[src/rtl/keypad_event_fifo.sv]
`default_nettype none
// ============================================================================
//  Module      : keypad_event_fifo
//  Description : Buffers key codes from the slow keypad scanner for the
//                PicoBlaze. key_valid is synchronised and rising-edge
//                detected. Each press queues one 4-bit code and raises an
//                interrupt. A data-port read pops the head entry. A
//                status-port read clears the sticky overflow flag.
//  Ports       : clk             - system clock, rising edge
//                rst             - asynchronous active-high reset
//                i_key_valid     - scanner press flag (asynchronous to clk)
//                i_key_code      - scanner key code (4 bits)
//                i_port_id       - processor port address
//                i_read_strobe   - processor read qualifier
//                i_interrupt_ack - processor interrupt acknowledge
//                o_data_out      - combinational read data for input mux
//                o_interrupt     - registered interrupt request
//  Revision    : 1.0 - initial release
// ============================================================================
module keypad_event_fifo #(
  parameter int         DEPTH_LOG2  = 3,
  parameter logic [7:0] PORT_DATA   = 8'h01,
  parameter logic [7:0] PORT_STATUS = 8'h02
) (
  input  logic       clk,
  input  logic       rst,
  input  logic       i_key_valid,
  input  logic [3:0] i_key_code,
  input  logic [7:0] i_port_id,
  input  logic       i_read_strobe,
  input  logic       i_interrupt_ack,
  output logic [7:0] o_data_out,
  output logic       o_interrupt
);

  localparam int              c_CW    = DEPTH_LOG2 + 1;
  localparam int              c_NENT  = 1 << DEPTH_LOG2;
  localparam logic [c_CW-1:0] c_DEPTH = c_CW'(c_NENT);

  // Synchroniser chain for the press flag, plus a two-stage code pipeline
  // that keeps the code aligned with the detected edge.
  logic            r_s1, r_s2, r_s3;
  logic [3:0]      r_c1, r_c2;

  logic [3:0]           r_mem [0:c_NENT-1];
  logic [DEPTH_LOG2-1:0] r_wr_ptr, r_rd_ptr;
  logic [c_CW-1:0]      r_count;
  logic                 r_overflow;
  logic                 r_interrupt;

  logic w_push_req, w_full, w_empty, w_pop, w_push_ok, w_drop, w_status_rd;
  logic [3:0] w_head;
  logic [4:0] w_count5;

  assign w_push_req  = r_s2 & ~r_s3;
  assign w_full      = (r_count == c_DEPTH);
  assign w_empty     = (r_count == '0);
  assign w_pop       = i_read_strobe & (i_port_id == PORT_DATA) & ~w_empty;
  assign w_status_rd = i_read_strobe & (i_port_id == PORT_STATUS);
  // A pop on the same edge frees a slot, so a push into a full FIFO is
  // accepted when it coincides with a pop.
  assign w_push_ok   = w_push_req & (~w_full | w_pop);
  assign w_drop      = w_push_req & w_full & ~w_pop;
  assign w_head      = w_empty ? 4'h0 : r_mem[r_rd_ptr];
  assign w_count5    = 5'(r_count);

  // Sync flops reset high so a key already held at reset release is not
  // mistaken for a fresh press.
  always_ff @(posedge clk or posedge rst) begin
    if (rst) begin
      r_s1 <= 1'b1;
      r_s2 <= 1'b1;
      r_s3 <= 1'b1;
      r_c1 <= 4'h0;
      r_c2 <= 4'h0;
    end else begin
      r_s1 <= i_key_valid;
      r_s2 <= r_s1;
      r_s3 <= r_s2;
      r_c1 <= i_key_code;
      r_c2 <= r_c1;
    end
  end

  // Storage is not reset; the pointers and count define what is valid.
  always_ff @(posedge clk) begin
    if (w_push_ok) begin
      r_mem[r_wr_ptr] <= r_c2;
    end
  end

  always_ff @(posedge clk or posedge rst) begin
    if (rst) begin
      r_wr_ptr <= '0;
      r_rd_ptr <= '0;
      r_count  <= '0;
    end else begin
      if (w_push_ok) begin
        r_wr_ptr <= r_wr_ptr + DEPTH_LOG2'(1);
      end
      if (w_pop) begin
        r_rd_ptr <= r_rd_ptr + DEPTH_LOG2'(1);
      end
      if (w_push_ok && !w_pop) begin
        r_count <= r_count + c_CW'(1);
      end else if (w_pop && !w_push_ok) begin
        r_count <= r_count - c_CW'(1);
      end
    end
  end

  // Overflow is sticky; a drop on the clearing edge still wins.
  always_ff @(posedge clk or posedge rst) begin
    if (rst) begin
      r_overflow <= 1'b0;
    end else if (w_drop) begin
      r_overflow <= 1'b1;
    end else if (w_status_rd) begin
      r_overflow <= 1'b0;
    end
  end

  // Only new accepted pushes raise the interrupt; leftover entries do not.
  always_ff @(posedge clk or posedge rst) begin
    if (rst) begin
      r_interrupt <= 1'b0;
    end else if (w_push_ok) begin
      r_interrupt <= 1'b1;
    end else if (i_interrupt_ack) begin
      r_interrupt <= 1'b0;
    end
  end

  always_comb begin
    o_data_out = 8'h00;
    if (i_port_id == PORT_DATA) begin
      o_data_out = {r_overflow, ~w_empty, 2'b00, w_head};
    end else if (i_port_id == PORT_STATUS) begin
      o_data_out = {r_overflow, w_full, w_empty, w_count5};
    end
  end

  assign o_interrupt = r_interrupt;

endmodule
`default_nettype wire

[config.mk]
export PLATFORM = sky130hd
export DESIGN_NAME = keypad_event_fifo
export DESIGN_NICKNAME = d
export VERILOG_FILES = /design/src/rtl/keypad_event_fifo.sv
export SDC_FILE = /design/constraint.sdc
export NUM_CORES = 1
export LEC_CHECK = 0
export CAP_MARGIN = 20
export CORE_MARGIN = 2
export CORE_UTILIZATION = 50
export CTS_CLUSTER_DIAMETER = 120
export DETAILED_ROUTE_END_ITERATION = 8
export PLACE_DENSITY = 0.83
export SKIP_LAST_GASP = 1
export SLEW_MARGIN = 40
export SYNTH_ARGS = -nofsm -noshare
export SYNTH_HDL_FRONTEND = slang
export SYNTH_SLANG_ARGS = --single-unit
[constraint.sdc]
create_clock -name clk -period 4.1 [get_ports clk]
set_input_delay 0.82 -clock clk [delete_from_list [all_inputs] [get_ports clk]]
set_output_delay 0.82 -clock clk [all_outputs]
set_load 0.02 [all_outputs]
======== After elaboration in Yosys (flattened, before gate mapping) ========
Memories as Yosys holds them, arrays and structs flattened.
Cells that the tools add are included.
word-level totals
  flip-flop bits (word level) ............. 23
  bits in writable memories ............... 32
  bits of input ports ..................... 17
  output and inout port bits .............. 9
  logic and storage cells ................. 49
  memories kept ........................... 1
memory list
  memory  depth  width  rd ports  clocked after memory_dff  wr ports  line  RTL
  r_mem   8      4      1         0                         1         45    logic [3:0] r_mem [0:c_NENT-1];
operators by class
  add/sub/neg operators ................... 4
  equality and inequality tests ........... 3
  muxes and demuxes ....................... 11
  bitwise gates (word level) .............. 12
  reduce and logical (&&, ||, !) cells .... 8
operator list
  kind                                                                 number
  8-bit 2-to-1 mux                                                     2
  4-bit 2-to-1 mux                                                     3
  8-bit by 1-bit == test with 1-bit output (second input constant)     1
  8-bit by 2-bit == test with 1-bit output (second input constant)     1
  1-bit AND                                                            7
  3-bit by 1-bit adder with 3-bit output (second input constant)       2
  1-bit 2-to-1 mux                                                     6
  2-bit nonzero test                                                   3
  4-bit by 1-bit adder with 4-bit output (second input constant)       1
  4-bit == test (second input constant)                                1
  4-bit zero test                                                      1
  1-bit inverter                                                       4
  4-bit by 1-bit subtractor with 4-bit output (second input constant)  1
  1-bit logical AND                                                    2
  1-bit zero test                                                      2
  1-bit bitwise OR                                                     1

======== Depth between registers and ports, before layout ========
Gate-level depths: netlist of run 1.
  depth after elaboration ................. 9
  gate-level depth with buffers ........... 11
  mapped depth without buffers ............ 11

======== Worst setup path after synthesis of run 1 ========
No wires, ideal clock.
  path kind ............................... input-to-reg
  start point ............................. input port i_port_id[7]
  end point ............................... register r_count[3]
  arrival time ............................ 3407 ps
  data required time ...................... 3974 ps
  slack ................................... 567 ps
  cell stages on the path ................. 11
  cells stage by stage .................... or4_4 > nor4b_4 > o21ai_4 > inv_1 > ha_1 > inv_1 > ha_1 > a21o_1 > a2111oi_0 > a31oi_1 > a221o_1
between the ends
  longest elaborated chain between the ends .. 8
RTL lines
  what                                          line  RTL
  start: declaration                            29    input logic [7:0] i_port_id,
  8-bit by 1-bit == test with 1-bit output (*)  58    assign w_pop = i_read_strobe & (i_port_id == PORT_DATA) & ~w_empty;
  1-bit AND (*) (2 in a row)                    58
  1-bit bitwise OR (*)                          62    assign w_push_ok = w_push_req & (~w_full | w_pop);
  1-bit AND (*)                                 62
  via w_push_ok                                 51    logic w_push_req, w_full, w_empty, w_pop, w_push_ok, w_drop, w_status_rd;
  1-bit zero test                               106   end else if (w_pop && !w_push_ok) begin
  1-bit logical AND                             106
  2-bit nonzero test (no line)                  --
  end signal: assignment                        105   r_count <= r_count + c_CW'(1);
  end signal: assignment                        107   r_count <= r_count - c_CW'(1);
  end: declaration                              47    logic [c_CW-1:0] r_count;
The timed path passes the listed nets; every way through them passes the cells marked *.
A chain may end at the register's enable or synchronous reset.

======== Worst setup path in the final report of run 1 ========
  start point ............................. input port i_port_id[7]
  end point ............................... output port o_data_out[0]
between the ends
  longest elaborated chain between the ends .. 3
RTL lines
  what                                      line  RTL
  8-bit by 2-bit == test with 1-bit output  138   end else if (i_port_id == PORT_STATUS) begin
  8-bit 2-to-1 mux                          138
  8-bit 2-to-1 mux (*)                      136   if (i_port_id == PORT_DATA) begin
  end: declaration                          32    output logic [7:0] o_data_out,
Every way passes the cells marked *; elsewhere a longest branch is shown, timed or not.

==> results of run 1 <==
## cells in the final DEF, fill, tap and decap left out, types with 2 or more instances in the layout
master and n:
edfxtp_1 32, nand2b_1 3, o211ai_1 2, nand3_1 2, ha_1 5, mux2i_1 4, nand2_1 9, nor2_1 6
dfstp_2 3, inv_1 4, bufinv_16 2, nor2b_1 2, nor3_1 6, clkdlybuf4s50_1 24, xnor2_1 5, clkbuf_8 5
buf_4 3, o21ai_0 7, dfrtp_1 20, mux4_2 8
## registers in the layout, summed over array words and instances, names as in the netlist
signal / cells
o_interrupt: 1
r_c1: 4
r_c2: 4
r_count: 4
r_mem: 32
r_overflow: 1
r_rd_ptr: 3
r_s1: 1
r_s2: 1
r_s3: 1
r_wr_ptr: 3
## area by class of cell
type	instances	area [um^2]
Fill cell	305	1640
Sequential cell	55	1540
Multi-Input combinational cell	84	749
Timing Repair Buffer	27	263
Clock buffer	5	68.8
Clock inverter	3	67.6
Tap cell	52	65.1
Inverter	5	18.8
## power by group through the flow
stage / clock network [W] / registers, W / logic [W]
after floorplan: 0 / 0.000728 / 0.000181
after global placement: 0 / 0.000744 / 0.000224
after detailed placement: 0 / 0.000753 / 0.000246
after CTS: 0.000419 / 0.000742 / 0.000247
after global routing: 0.000438 / 0.000756 / 0.000276
final: 0.000408 / 0.000747 / 0.000248
## how the worst min path moves through the flow
stage / endpoint / slack (ps) / cells after the start
floorplan: r_c2[0]$_DFF_PP0_ / 330 / 0
global placement: r_c2[2]$_DFF_PP0_ / 330 / 0
detailed placement: r_c2[1]$_DFF_PP0_ / 340 / 0
CTS: r_c2[1]$_DFF_PP0_ / 360 / 0
global route: r_s2$_DFF_PP1_ / 370 / 0
finish: r_c2[1]$_DFF_PP0_ / 360 / 0
## stage by stage
stage	instance area (um^2)	total power, W	instances	setup slack [ps]	hold WS, ps
floorplan	2320	0.000909	149	567	331
global placement	2630	0.000968	223	238	333
detailed placement	2630	0.000999	223	42.0	337
CTS	2760	0.00141	231	161	358
global route	2770	0.00147	231	94.8	367
finish	2770	0.00140	231	236	355
## metal layers
layer | GRT usage [%] | part of all wire [%] | vias up
met5 | 0 | 0 | -
met1 | 22.6 | 42 | 652
met2 | 30.1 | 50 | 60
met4 | 7.34 | 1.5 | 0
met3 | 3.75 | 6.1 | 7
li1 | - | - | 614
## critical path, delay by kind of cell
kind	cells	cell delay (ps)
simple gates	3	940
buf+inv	2	1060
compound gates	1	230
## cells by family after synthesis
group	synth area share [%]
compound gates	5.60
flops	66.3
mux	11.1
other cells	0.161
xor+xnor	2.26
simple gates	9.21
buf+inv	1.83
fa+ha+maj	3.55
==> flow_summary.yaml, run 1 <==
run_status:
  outcome: "complete, no violations"
drt:
  avgViaCountPerCell: 5.77
  vias: 1333
  dr.pass1.iters: 4
  drc: 0
  ant_nets: 0
  wire_per_inst_um: 17.4
  drt_iter0_drc: 98
  routed_wirelength_um: 4030
min_path:
  hold_class: "flop to flop"
  min_from: "r_c1[1]$_DFF_PP0_"
clocking:
  cts_hold_buf: 0
  cts_htree_levels: 2
  path_clk_slew_ps: 90
  clockRootBuffer: "clkbuf_8"
  cts_tree: "done"
  clockBufferDepth: 2
  cts.repair.resized: 0
  clock_latency_ps: 300
  cts_buffers: 5
  clock_sinks: 55
  postCtsSetupBuffers: 0
power_and_ir_drop:
  p_sw_share_pct: 26.5
  irDropWorstVdd_mv: 0.357
  p_comb_share_pct: 17.7
  intPower_w: 0.00103
  power_density_mw_per_mm2: 506
  p_sw_w: 0.000371
  total_leakage_power_nw: 1.01
  seq_power_share_pct: 53.2
  clockPowerShare_pct: 29.1
critical_path:
  critPathCaptureType: "output pin"
  worst_r2r_endpoint: "r_count[3]$_DFFE_PP0P_"
  cp_common_cell: "clkdlybuf4s50_1"
  cp.required_ps: 3280
  regToRegSetupSlack_ps: 1040
  criticalPathCategory: "primary input to output pin"
  cpMaxStageDelayCell: "clkdlybuf4s50_1"
  cp_cell_sequence: "clkdlybuf4s50_1, or4_4, nor2_2, nand3_1, o21ai_0, clkdlybuf4s50_1"
  worst_r2r_path_depth: 11
  critPathLaunchType: "primary input"
  r2r-start: "r_count[1]$_DFFE_PP0P_"
  crit_arrival_ps: 3040
  startpoint: "i_port_id[7]"
  path_max_fanout: 5
  cpPeakStageDelay_ps: 650
  critPathCapture: "o_data_out[0]"
floorplanning:
  dieArea_mm2: 0.00521
  die_w_um: 72.2
  io_pins: 26
  num_rows: 24
  core_mm2: 0.00441
  die_y_um: 72.2
  initial_core_util_pct: 52.6
synth:
  async_flop_share_pct: 41.8
  ys_seq_elements: 55
  syn_area_mm2: 0.00232
  ys_top_cells_by_count: "32 x edfxtp_1, 20 x dfrtp_1, 9 x nand2_1, 8 x mux4_2"
  synthTopCellsByArea: "edfxtp_1 41%, dfrtp_1 22%, mux4_2 7.8%"
  synth-seq-area-share_pct: 66.3
  post-synth-top-count-cell: "edfxtp_1"
  synth.distinct_cells: 43
  yosysTopAreaCellShare_pct: 41.4
  syn_nets: 172
  syn_area_per_cell_um2: 15.6
  synth_ff_type: "edfxtp_1"
  yosysWarnings: 0
  synth_cells: 149
  synth_top_area_cell: "edfxtp_1"
  synth_edf_count: 32
sta:
  slew_viol_final: 0
  rsz0062_at_grt: "false"
  timing.fmax_ghz: 0.259
  fin_skew_ps: 7.91
  slew_headroom_pct: 58.4
  post-route-min-period_ps: 3860
  fin_crit_sh_pct: 94.2
  finalSetupViolations: 0
  hold_violations: 0
  tns_ps: 0
  worstMarginPinSlew_ps: 619
global_routing:
  grt_pass1_wl_um: 6910
  grt_overflow_total: 0
  grt.total_usage_pct: 17.8
  antenna_found_initial: 0
  grt_max_degree: 24
  grt_pass1_vias: 1411
layout:
  drive_gt1_share_pct: 17.9
  fin_util_pct: 62.8
  syn2layout_area_growth_pct: 19.3
  n_antenna_cell: 0
  final_nets: 201
place:
  hpwl_um: 3020
  gp_congestion: 0.822
  port_buffers: 24
run:
  maxCapViolCount: 0
Note: power is estimated with default switching activity, not from simulation.
==> run 2, diff against run 1 <==
- CORE_UTILIZATION: 50 -> 56
- PLACE_DENSITY: 0.83 -> 0.9
- clock period: 4.1 -> 4.8 ns (I/O delays scaled with it)
==> run 2 against run 1 <==
  * Total power shrank 22%
  * Core utilization grew 4.8 points
  * Combinational power shrank 18%
  * Sequential cell count is the same
  * Final area shrank 2.5%
  * Routed wire length shrank 0.79%
  * Non-clock buffer count shrank 2
  * Critical path type unchanged
  * Critical endpoint unchanged
  * Largest cell class unchanged
  * Highest routed layer unchanged
==> flow_summary.yaml, run 2 (same netlist as run 1, synthesis figures left out) <==
critical_path:
  criticalPathCategory: "primary input to output pin"
  path_max_fanout: 5
  cp_cell_sequence: "clkdlybuf4s50_1, or4_4, nor3b_1, nand2_1, o21ai_0, clkdlybuf4s50_1"
  cpPeakStageDelay_ps: 630
  critPathLaunchType: "primary input"
  cpMaxStageDelayCell: "clkdlybuf4s50_1"
  critPathCaptureType: "output pin"
  cp_common_cell: "clkdlybuf4s50_1"
  cp.required_ps: 3840
  crit_arrival_ps: 3280
floorplanning:
  io_pins: 26
  core_mm2: 0.00400
  die_w_um: 68.4
  initial_core_util_pct: 58.1
  dieArea_mm2: 0.00468
  num_rows: 23
  die_y_um: 68.4
sta:
  worstMarginPinSlew_ps: 877
  timing.fmax_ghz: 0.236
  slew_headroom_pct: 41.0
  slew_viol_final: 0
  fin_crit_sh_pct: 88.3
  rsz0062_at_grt: "false"
  fin_skew_ps: 9.66
  finalSetupViolations: 0
  hold_violations: 0
  fin_hold_ws_ps: 362
  tns_ps: 0
  post-route-min-period_ps: 4240
min_path:
  hold_class: "flop to flop"
clocking:
  cts.repair.resized: 0
  cts_hold_buf: 0
  cts_tree: "done"
  clock_sinks: 55
  clockBufferDepth: 2
  cts_buffers: 5
  cts_htree_levels: 2
  path_clk_slew_ps: 80
  clock_latency_ps: 300
  postCtsSetupBuffers: 0
  clockRootBuffer: "clkbuf_8"
run_status:
  outcome: "complete, no violations"
global_routing:
  grt_overflow_total: 0
  antenna_found_initial: 0
  grt.total_usage_pct: 20.1
  grt_pass1_vias: 1404
  grt_pass1_wl_um: 6710
  grt_max_degree: 24
drt:
  ant_nets: 0
  avgViaCountPerCell: 5.81
  routed_wirelength_um: 4000
  dr.pass1.iters: 4
  drc: 0
  drt_iter0_drc: 77
  vias: 1319
  wire_per_inst_um: 17.6
layout:
  final_cell_mix: "32 x edfxtp_1, 24 x clkdlybuf4s50_1, 20 x dfrtp_1"
  final_common_cell: "edfxtp_1"
  syn2layout_area_growth_pct: 16.4
  drive_gt1_share_pct: 15.3
  largest_reg_flops: 32
  n_fill_cell: 265
  multi_input_area_um2: 741
  seq_area_mm2: 0.00154
  fin_util_pct: 67.6
  largest-register: "r_mem"
  final_nets: 199
  n_antenna_cell: 0
place:
  gp_congestion: 0.740
  hpwl_um: 2950
  port_buffers: 24
power_and_ir_drop:
  total_leakage_power_nw: 0.976
  power_w: 0.00109
  power_density_mw_per_mm2: 404
  irDropWorstVdd_mv: 0.262
run:
  maxCapViolCount: 0
[run 2: cell types whose count changed in the layout (fill, tap and decap cells not counted), sizes merged]
cell | before | now
clkbuf | 5 | 6
clkinv | 0 | 1
buf | 3 | 1
bufinv | 2 | 0
[run 2: metrics by stage]
step / instance area, um^2 / cells / worst slack (ps)
2_1_floorplan: 2320 / 149 / 1130
3_3_place_gp: 2610 / 219 / 677
3_5_place_dp: 2610 / 219 / 435
4_1_cts: 2700 / 227 / 562
5_1_grt: 2700 / 227 / 433
6_report: 2700 / 227 / 561
[run 2: cell type report]
| cell class | instances | share of cell area (%) |
|---|---|---|
| inverters | 5 | 0.694 |
| clock inverters | 2 | 0.416 |
| flip-flops and latches | 55 | 57.0 |
| well taps | 50 | 2.31 |
| repair buffers | 25 | 9.16 |
| multi-input cells | 84 | 27.4 |
| clock buffers | 6 | 3.05 |
[run 2: worst max-delay path, delay by kind of cell]
kind                   cells  cell delay (ps)
and+or+nand+nor            3             1190
AOI/OAI and AO/OA          1              100
buffers and inverters      2             1030
[run 2: final timing paths]
check / slack [ps] / end / from / cells after the start
max: 560 / o_data_out[0] / i_port_id[7] / 6
min: 360 / r_c2[3]$_DFF_PP0_ / r_c1[3]$_DFF_PP0_ / 0
max reg2reg: 1580 / r_count[3]$_DFFE_PP0P_ / r_count[1]$_DFFE_PP0P_ / 11
min reg2reg: 360 / r_c2[3]$_DFF_PP0_ / r_c1[3]$_DFF_PP0_ / 0
max in group asynchronous: 3470 / r_s3$_DFF_PP1_ / rst / 2
min in group asynchronous: 980 / r_count[3]$_DFFE_PP0P_ / rst / 2
[run 2: report_power, final]
group	total [W]	switching, W	internal [W]
Combinational	0.000203	0.0000993	0.000104
Sequential	0.000635	0.0000699	0.000565
Clock	0.000253	0.000138	0.000115
[run 2: layer usage]
layer / GRT usage, % / vias up / wire, um
li1: - / 610 / -
met1: 27.1 / 649 / 1700
met2: 33.4 / 53 / 2020
met3: 4.11 / 7 / 233
met4: 5.75 / 0 / 41
met5: 0 / - / 0
==> run 3, diff against run 2 <==
- CORE_MARGIN: 2 -> 10
- GPL_ROUTABILITY_DRIVEN: unset -> 0
==> run 3 against run 2 <==
  * Final area hardly changed
  * Setup slack improved by 18 ps
  * Highest routed layer unchanged
  * Non-clock buffer count stayed put
  * Core utilization down 0.063 points
  * Critical path depth is the same
  * Largest cell class unchanged
==> flow_summary.yaml, run 3 (same netlist as run 1, synthesis figures left out) <==
global_routing:
  grt.total_usage_pct: 12.2
  grt_overflow_total: 0
  grt_pass1_wl_um: 7180
  grt_max_degree: 24
  grt_pass1_vias: 1433
  antenna_found_initial: 0
critical_path:
  regToRegSetupSlack_ps: 1630
  worst_r2r_endpoint: "r_count[3]$_DFFE_PP0P_"
  crit_arrival_ps: 3260
  path_max_fanout: 5
  critPathCaptureType: "output pin"
  startpoint: "i_port_id[7]"
  worst_r2r_path_depth: 11
  critPathLaunchType: "primary input"
  criticalPathCategory: "primary input to output pin"
  cp.required_ps: 3840
  r2r-start: "r_count[1]$_DFFE_PP0P_"
drt:
  wire_per_inst_um: 18.3
  drt_iter0_drc: 165
  drc: 0
  vias: 1320
  avgViaCountPerCell: 5.81
  ant_nets: 0
  dr.pass1.iters: 4
  routed_wirelength_um: 4150
floorplanning:
  initial_core_util_pct: 58.1
  die_w_um: 84.4
  num_rows: 23
  die_y_um: 84.4
  io_pins: 26
  core_mm2: 0.00400
  dieArea_mm2: 0.00713
power_and_ir_drop:
  power_density_mw_per_mm2: 400
  irDropWorstVdd_mv: 0.267
  total_leakage_power_nw: 0.972
clocking:
  clockBufferDepth: 2
  path_clk_slew_ps: 80
  cts_htree_levels: 2
  clock_sinks: 55
  cts_tree: "done"
  cts_hold_buf: 0
  cts.repair.resized: 0
  clock_latency_ps: 300
  cts_buffers: 5
  postCtsSetupBuffers: 0
  clockRootBuffer: "clkbuf_8"
sta:
  post-route-min-period_ps: 4220
  slew_viol_final: 0
  finalWorstSetupSlack_ps: 579
  slew_headroom_pct: 53.0
  hold_violations: 0
  fin_crit_sh_pct: 87.9
  fin_skew_ps: 5.81
  tns_ps: 0
  rsz0062_at_grt: "false"
  finalSetupViolations: 0
  timing.fmax_ghz: 0.237
  worstMarginPinSlew_ps: 699
layout:
  drive_gt1_share_pct: 15.8
  design_area_mm2: 0.00270
  final_common_cell: "edfxtp_1"
  largest_reg_flops: 32
  n_antenna_cell: 0
  n_fill_cell: 267
  final_nets: 199
  syn2layout_area_growth_pct: 16.3
  final_cell_mix: "32 x edfxtp_1, 24 x clkdlybuf4s50_1, 20 x dfrtp_1"
  largest-register: "r_mem"
place:
  hpwl_um: 3160
  place_area_mm2: 0.00261
  place_ws_ps: 578
  port_buffers: 24
run:
  maxCapViolCount: 0
run_status:
  outcome: "complete, no violations"
min_path:
  hold_depth: 0
  min_from: "r_c1[3]$_DFF_PP0_"
  hold_class: "flop to flop"
  holdPathEnd: "r_c2[3]$_DFF_PP0_"
run 3: how the worst max path moves through the flow:
stage                              to  slack, ps  cells after the start
6_report                o_data_out[0]        580                      6
4_1_cts                 o_data_out[3]        570                      6
3_5_place_dp            o_data_out[3]        580                      6
5_1_grt                 o_data_out[3]        420                      6
3_3_place_gp   r_count[3]$_DFFE_PP0P_        670                     12
2_1_floorplan  r_count[3]$_DFFE_PP0P_       1130                     11
run 3: routing by layer:
| metal | up-vias | GRT usage [%] | wire length (um) |
|---|---|---|---|
| met2 | 59 | 19.7 | 2000 |
| met3 | 6 | 4.15 | 304 |
| met1 | 648 | 15.0 | 1770 |
| met4 | 0 | 4.19 | 71 |
| met5 | - | 0 | 0 |
| li1 | 607 | - | - |
run 3: layout make-up:
cell class | count | area (um^2) | area share [%]
clock buffer | 6 | 72.6 | 2.69
clock inverter | 2 | 12.5 | 0.463
timing repair buffer | 25 | 248 | 9.17
multi-input combinational | 84 | 747 | 27.7
tap | 50 | 62.6 | 2.32
sequential | 55 | 1540 | 57.0
inverter | 5 | 18.8 | 0.695
run 3: where the power goes:
part | internal (W) | switching, W
Clock | 0.000102 | 0.000134
Sequential | 0.000565 | 0.0000728
Combinational | 0.000104 | 0.000101
run 3: critical path, stage by stage:
cell,delay (ps)
clkdlybuf4s50_1,400
or4_4,570
nor3b_1,470
nand2_1,120
o21ai_0,100
clkdlybuf4s50_1,640
run 3: per-stage QoR:
step	cells	utilization [%]	hold slack (ps)	power [W]
5_1_grt	227	67.5	363	0.00114
6_report	227	67.5	357	0.00108
3_3_place_gp	219	65.2	333	0.000826
3_5_place_dp	219	65.2	341	0.000842
4_1_cts	227	67.4	360	0.00108
2_1_floorplan	149	-	331	0.000776
